File: src/rtl/pipe_stage_reg.sv
// pipe_stage_reg: parametrised inter-stage pipeline register with a
// valid/ready handshake, 2-entry skid buffer, flush and perf counters.
module pipe_stage_reg #(
    parameter int DATA_W = 16,
    parameter int LANES  = 2,
    parameter int CTRL_W = 4,
    parameter int ADDR_W = 3,
    parameter int CNT_W  = 16
) (
    input  logic                      clk,
    input  logic                      rst,
    input  logic                      flush,
    input  logic                      in_valid,
    output logic                      in_ready,
    input  logic [LANES*DATA_W-1:0]   in_data,
    input  logic [CTRL_W-1:0]         in_ctrl,
    input  logic [ADDR_W-1:0]         in_waddr,
    output logic                      out_valid,
    input  logic                      out_ready,
    output logic [LANES*DATA_W-1:0]   out_data,
    output logic [CTRL_W-1:0]         out_ctrl,
    output logic [ADDR_W-1:0]         out_waddr,
    output logic [CNT_W-1:0]          stall_cnt,
    output logic [CNT_W-1:0]          bubble_cnt
);

    localparam int BUS_W = LANES * DATA_W;

    typedef enum logic [1:0] {
        EMPTY = 2'd0,
        ONE   = 2'd1,
        FULL  = 2'd2
    } state_t;

    state_t             state;
    state_t             stateNext;

    logic [BUS_W-1:0]   mainData;
    logic [CTRL_W-1:0]  mainCtrl;
    logic [ADDR_W-1:0]  mainWaddr;

    logic [BUS_W-1:0]   skidData;
    logic [CTRL_W-1:0]  skidCtrl;
    logic [ADDR_W-1:0]  skidWaddr;

    logic               accept;
    logic               pop;
    logic               loadMainIn;
    logic               loadMainSkid;
    logic               loadSkid;
    logic               stallHit;
    logic               bubbleHit;

    logic [CNT_W-1:0]   stallCnt;
    logic [CNT_W-1:0]   bubbleCnt;

    // Ready only depends on occupancy, so no comb path from out_ready.
    assign in_ready  = rst & (state != FULL);
    assign out_valid = (state != EMPTY);

    assign accept = in_valid & in_ready;
    assign pop    = out_valid & out_ready;

    assign stallHit  = out_valid & ~out_ready;
    assign bubbleHit = ~out_valid;

    // Next-state and register load selects; flush wins over any handshake.
    always_comb begin
        stateNext    = state;
        loadMainIn   = 1'b0;
        loadMainSkid = 1'b0;
        loadSkid     = 1'b0;
        if (flush) begin
            stateNext = EMPTY;
        end else begin
            unique case (state)
                EMPTY: begin
                    if (accept) begin
                        stateNext  = ONE;
                        loadMainIn = 1'b1;
                    end
                end
                ONE: begin
                    if (accept && pop) begin
                        loadMainIn = 1'b1;
                    end else if (accept) begin
                        stateNext = FULL;
                        loadSkid  = 1'b1;
                    end else if (pop) begin
                        stateNext = EMPTY;
                    end
                end
                FULL: begin
                    if (pop) begin
                        stateNext    = ONE;
                        loadMainSkid = 1'b1;
                    end
                end
                default: begin
                    stateNext = EMPTY;
                end
            endcase
        end
    end

    // Occupancy state register.
    always_ff @(posedge clk) begin
        if (!rst) begin
            state <= EMPTY;
        end else begin
            state <= stateNext;
        end
    end

    // Main register feeds the outputs; it keeps its value across a flush.
    always_ff @(posedge clk) begin
        if (!rst) begin
            mainData  <= '0;
            mainCtrl  <= '0;
            mainWaddr <= '0;
        end else if (loadMainIn) begin
            mainData  <= in_data;
            mainCtrl  <= in_ctrl;
            mainWaddr <= in_waddr;
        end else if (loadMainSkid) begin
            mainData  <= skidData;
            mainCtrl  <= skidCtrl;
            mainWaddr <= skidWaddr;
        end
    end

    // Skid register catches the entry accepted while main is stalled.
    always_ff @(posedge clk) begin
        if (!rst) begin
            skidData  <= '0;
            skidCtrl  <= '0;
            skidWaddr <= '0;
        end else if (loadSkid) begin
            skidData  <= in_data;
            skidCtrl  <= in_ctrl;
            skidWaddr <= in_waddr;
        end
    end

    // Saturating counters, qualified by the state before this edge.
    always_ff @(posedge clk) begin
        if (!rst) begin
            stallCnt  <= '0;
            bubbleCnt <= '0;
        end else begin
            if (stallHit && (stallCnt != {CNT_W{1'b1}})) begin
                stallCnt <= stallCnt + CNT_W'(1);
            end
            if (bubbleHit && (bubbleCnt != {CNT_W{1'b1}})) begin
                bubbleCnt <= bubbleCnt + CNT_W'(1);
            end
        end
    end

    // Bubbles carry no control so downstream never sees a stray write.
    assign out_ctrl   = out_valid ? mainCtrl : '0;
    assign out_data   = mainData;
    assign out_waddr  = mainWaddr;
    assign stall_cnt  = stallCnt;
    assign bubble_cnt = bubbleCnt;

endmodule
File: config.mk
export PLATFORM = sky130hd
export DESIGN_NAME = pipe_stage_reg
export DESIGN_NICKNAME = d
export VERILOG_FILES = /design/src/rtl/pipe_stage_reg.sv
export SDC_FILE = /design/constraint.sdc
export NUM_CORES = 1
export LEC_CHECK = 0
export CAP_MARGIN = 20
export CELL_PAD_IN_SITES_DETAIL_PLACEMENT = 0
export CELL_PAD_IN_SITES_GLOBAL_PLACEMENT = 1
export CORE_MARGIN = 2
export CORE_UTILIZATION = 47
export DETAILED_ROUTE_END_ITERATION = 7
export DONT_BUFFER_PORTS = 1
export PLACE_DENSITY = 0.89
export SLEW_MARGIN = 15
export SYNTH_ARGS = -nofsm -noshare
export SYNTH_HDL_FRONTEND = slang
export SYNTH_SLANG_ARGS = --single-unit
export TNS_END_PERCENT = 10
File: constraint.sdc
create_clock -name clk -period 1.9 [get_ports clk]
set_input_delay 0.19 -clock clk [delete_from_list [all_inputs] [get_ports clk]]
set_output_delay 0.19 -clock clk [all_outputs]
set_load 0.02 [all_outputs]
## Word level (Yosys, flattened, before mapping)

Index checks and enable logic that the tools add are counted.

| word-level totals | value |
|---|---|
| register bits | 112 |
| output and inout bits | 73 |
| word-level logic and storage cells | 58 |

| cells by class | value |
|---|---|
| add/sub/neg operators | 2 |
| eq/ne operators | 9 |
| mux-type cells | 23 |
| bitwise logic cells | 7 |
| reductions and logical operators | 8 |

Operators with widths:

| kind | count |
|---|---|
| $mux W32 | 2 |
| $add A16 B1 Y16 const B | 2 |
| $ne A16 B16 Y1 const B | 2 |
| $mux W4 | 3 |
| $mux W2 | 5 |
| $mux W1 | 9 |
| $ne A2 B2 Y1 const B | 4 |
| $mux W3 | 2 |
| $pmux W2 S3 | 1 |
| $and A1 B1 Y1 | 4 |
| $reduce_and A4 Y1 | 1 |
| $reduce_bool A2 Y1 | 2 |
| $logic_and A1 B1 Y1 | 3 |
| $ne A3 B3 Y1 const B | 1 |
| $not A1 Y1 | 3 |
| $eq A2 B1 Y1 const B | 1 |
| $eq A2 B2 Y1 const B | 1 |
| $logic_not A2 Y1 | 1 |
| $pmux W1 S2 | 1 |
| $reduce_or A2 Y1 | 1 |

## Depth between registers and ports, before layout

| logic depth | value |
|---|---|
| depth in word-level cells | 8 |
| gate-level depth with buffers | 7 |

## Least setup slack after synthesis

OpenSTA, ideal clock, no wires.

| timing path | value |
|---|---|
| kind | register to register |
| start | register stallCnt[0] (netlist: stall_cnt[0]) |
| end | register stallCnt[3] (netlist: stall_cnt[3]) |
| setup time | 0.070 ns |
| data arrival time | 1.669 ns |
| setup slack | 0.161 ns |
| stages on the path, launching flop included | 7 |
| path buffers | 1 |
| cell sequence | dfxtp_1 > ha_1 > and3_1 > and4_1 > clkbuf_1 > or3_1 > a21oi_1 |

| between the ends | value |
|---|---|
| longest elaborated chain between the ends | 2 |

RTL lines:

| item | line | RTL |
|---|---|---|
| start: declaration | 54 | `logic [CNT_W-1:0] stallCnt;` |
| start signal: assignment | 152 | `stallCnt <= stallCnt + CNT_W'(1);` |
| parallel branches: the longest is 2 deep, another holds $add A16 B1 Y16 | -- |  |

Parallel ways; which one is timed is not known.
A chain may end at the register's enable or synchronous reset.

## Final worst setup path

| timing path | value |
|---|---|
| start | register stallCnt[0] (netlist: stall_cnt[0]) |
| end | register stallCnt[5] (netlist: stall_cnt[5]) |

The elaborated chain is that of the path after synthesis.

==> flow_results.org <==
** Setup path
- Count of buffer and inverter cells on the critical path :: 0
- Maximum cell stage delay along the critical path :: 0.42 ns
- Sequence of cells on the critical path :: ha_1 > and3_1 > and4_1 > or4_1 > a21oi_1
- Data arrival time of the critical path :: around 2.1 ns
- Number of cells traversed by the worst register-to-register path :: 5
- The setup check on the worst reg-to-reg path leaves a slack of between 0.1 and 0.15 ns.
- Worst setup EP type :: flip-flop
- Maximum fanout encountered on the critical timing path :: 11
- The most critical setup path has its startpoint at stall_cnt[0].
- For this design, the slowest cell found on the critical path is sky130_fd_sc_hd__or4_1.
- The endpoint identified for the worst register-to-register timing path is stall_cnt[5].
- Count of cell instances traversed by the critical path :: 5
- The worst register-to-register path begins at stall_cnt[0].
- STA classifies the critical path startpoint as a flip-flop.
- The kind of cell with the highest combined delay along the critical path is simple AND/OR/NAND/NOR gates.
- The worst setup path is of the flip-flop to flip-flop kind.
- Destination of the critical timing path :: stall_cnt[5]
- STA puts the critical path data required time at 2.21 ns.

** Clock network
- After clock tree synthesis, the clock-pin slew on the worst setup and hold paths is 0.10 ns.
- Worst-Skew Late Latency :: 0.37 ns
- CTS saw 112 sinks.
- Total clock buffers created by CTS :: 9
- H-tree level count :: 3
- The longest clock path from root to sink contains 2 buffers.
- Post-CTS setup-driven buffer insertion count :: 0
- Clock tree from TritonCTS :: done
- CTS placed an instance of sky130_fd_sc_hd__clkbuf_8 at the clock tree root.

** Synthesis
- Avg Inst Size Synth :: around 9 um2
- Multiplexer cells account for under 10% of the synthesized area.
- Dominant synthesized flop cell :: sky130_fd_sc_hd__dfxtp_1
- Most common library cells after synthesis :: 112 x sky130_fd_sc_hd__dfxtp_1, 98 x sky130_fd_sc_hd__nand2_1, 60 x sky130_fd_sc_hd__a21oi_1
- Share of synthesized cell area in and, or, nand and nor gates :: 21.95%
- Largest family of logic cells by synthesized area :: simple AND/OR/NAND/NOR gates
- During synthesis, Yosys emitted a total of 0 warnings.
- The most common cell in the synthesized netlist is sky130_fd_sc_hd__dfxtp_1.
- The synthesized netlist contains 51 unique library cells.
- Counting flops with an async set or reset pin after synthesis yields a share of 0%.
- Compound-Gate Fraction of Synth Area :: 17.69%
- After technology mapping, the gate count stands at 563.
- After Yosys synthesis, XOR and XNOR cells account for 0% of the synthesized area.
- Summed over all instances, the cell type with the most area after synthesis is sky130_fd_sc_hd__dfxtp_1.
- Proportion of netlist area held by the largest area contributor :: 45.22%
- Sequential fraction of the synthesis area :: 45.22%
- Synthesis inferred 112 register bits.
- Number of flops mapped to enable cells by yosys :: 0
- Of the total synthesized cell area, the portion taken by full adders, half adders and majority gates is less than 1%.
- Mapped cell area :: 4959 um2
- Syn Nets :: 609
- Leading post-synthesis cells by cell area :: sky130_fd_sc_hd__dfxtp_1 45%, sky130_fd_sc_hd__mux2i_1 9.3%, sky130_fd_sc_hd__nand2_1 7.4%, sky130_fd_sc_hd__a211oi_1 6.1%, sky130_fd_sc_hd__a21oi_1 6.1%

** GRT
- Initial antenna violation count :: 0
- Entering global routing, the biggest net connects 50 pins.
- Global routing used 21.30% of the available tracks across all layers.
- First-pass GRT wire length :: 19650 um
- Overflow left after global routing :: 0
- Vias in the first global route :: roughly 4100

** Min path
- Path class of the lowest-slack min-delay path :: primary input to flip-flop

** Route
- The routed layout has 4312 vias.
- Antenna-violating nets left :: 0
- Number of DRC violations after detailed routing :: 0
- After detailed routing, the average wire length per cell comes to 16.00 um.
- Detailed-router iteration count before antenna repair :: 4
- Summed over all layers, the routed wires come to approximately 12000 um.
- In the routed layout, each cell is associated on average with a via count of 5.734.
- For this block, the initial DRC count from the detailed router was 185.

** Timing
- For the finished layout, the period the worst path requires is 1.777 ns.
- Final Hold Fails :: 0
- Setup repair after global routing missed its margin :: false
- Setup WS post-layout :: ~0.12 ns
- Number of max-slew violations in the final report :: 0
- Total negative slack for setup checks :: 0 ns
- After layout, the worst path uses between 90 and 100% of the clock period.
- Final count of negative-setup-slack endpoints :: 0
- The worst pin sits at a relative slew slack of a little over half.
- For the pin with the worst max-slew slack, the measured transition is about 0.7 ns.
- Fmax :: 562.8 MHz
- Final Skew :: 0.01040 ns

** Place
- Count of buffers inserted at the top-level ports :: 0
- Once detailed placement completed, the half-perimeter wirelength came to 7687 um.
- Gpl congestion :: 0.7648
- The number of placed instances, taps included, is 694.
- Worst slack at placement :: 0.1481 ns

** Power
- VDD sags by at most approximately 0.38 mV.
- Power per standard cell area :: 746.1 nW/um2
- Power consumption :: 4.403 mW
- Standby leakage power :: 1.981 nW

** Finish
- The net count of the finished layout is 657.
- Layout cell share with drive strength beyond 1 :: approximately a tenth
- From synthesis to final layout, the design area changed by 19.03%.
- Count of antenna diodes in the layout :: 0
- Final std cells w/o fill :: 752

** Die
- 117 I/O pins were placed.
- Area of the core :: 10280 um2
- The floorplan step defined a die boundary enclosing roughly 11000 um2.
- In this run the horizontal extent of the chip is 106.7 um.
- Number of placement rows :: 37
- Height of the chip :: 106.7 um
- Starting utilization of the core area :: 48.25%

** Status
- The run finished with clean final reports.

** Run
- The tool flagged a number of max-cap violations equal to 0.
## cells by family after synthesis
family | after synthesis
buf+inv | 47
simple gates | 219
compound gates | 137
mux | 46
flops | 112
fa+ha+maj | 2
## cells in the final DEF (no fill, tap or decap), types with 7 or more instances in the layout
cell type and instances:
sky130_fd_sc_hd__clkbuf_8 10, sky130_fd_sc_hd__nand2_1 98, sky130_fd_sc_hd__or4_1 9, sky130_fd_sc_hd__o31ai_1 9, sky130_fd_sc_hd__a21oi_1 60, sky130_fd_sc_hd__mux2i_1 46
sky130_fd_sc_hd__o21ai_0 10, sky130_fd_sc_hd__a211oi_1 40, sky130_fd_sc_hd__dfxtp_1 112, sky130_fd_sc_hd__nor4_1 9, sky130_fd_sc_hd__or3_1 8, sky130_fd_sc_hd__buf_4 30
sky130_fd_sc_hd__nand3_1 8, sky130_fd_sc_hd__dlygate4sd3_1 42, sky130_fd_sc_hd__nor2_1 43, sky130_fd_sc_hd__nand4_1 7
## routing by layer
metal	vias to the layer above	global-route usage, %	share of wire (%)	routed length (um)
met5	-	0	0	0
met3	17	5.897	6.6	799
met2	119	36.99	49	5860
li1	2128	-	-	-
met4	0	8.813	2.0	243
met1	2048	24.65	43	5130
## per-stage QoR
step | util [%] | hold WS [ns] | instance area (um2)
2_1_floorplan | - | 0.2662 | 4959
3_3_place_gp | 51.03 | 0.2685 | 5245
3_5_place_dp | 51.03 | 0.2704 | 5245
4_1_cts | 57.34 | 0.002878 | 5893
5_1_grt | 57.43 | 0.009163 | 5902
6_report | 57.43 | 0.02176 | 5902
## repair_timing
item	4_1_cts	5_1_grt
endpoints found under the setup margin	0	1
resized for setup	0	1
endpoints found under the hold margin	89	0
hold buffers	42	0
## report_power, final
| part | switching [mW] | internal, mW |
|---|---|---|
| Clock | 0.797 | 0.792 |
| Combinational | 0.171 | 0.147 |
| Sequential | 0.0927 | 2.40 |
| Total | 1.06 | 3.34 |
## worst min-delay path by stage
stage / slack [ns] / depth (start not counted) / to / startpoint
global placement: 0.27 / 1 / state[0] / flush
global route: 0.009 / 2 / out_data[12] / in_data[12]
floorplan: 0.27 / 1 / state[0] / flush
finish: 0.02 / 2 / out_data[17] / in_data[17]
detailed placement: 0.27 / 1 / state[0] / flush
CTS: 0.003 / 2 / out_data[31] / in_data[31]
## cell type report
| class | instances | area, um2 |
|---|---|---|
| fill | 925 | 4375 |
| multi-input combinational | 404 | 2474 |
| sequential | 112 | 2242 |
| timing repair buffer | 78 | 765.7 |
| tap | 136 | 170.2 |
| clock buffer | 11 | 141.4 |
| clock inverter | 5 | 86.33 |
| inverter | 6 | 22.52 |
## registers in the layout, summed over array words and instances (netlist names)
signal      count
skidWaddr       3
bubble_cnt     16
mainCtrl        4
skidCtrl        4
stall_cnt      16
skidData       32
out_data       32
out_waddr       3
state           2
Note: power is estimated with default switching activity, not from simulation.
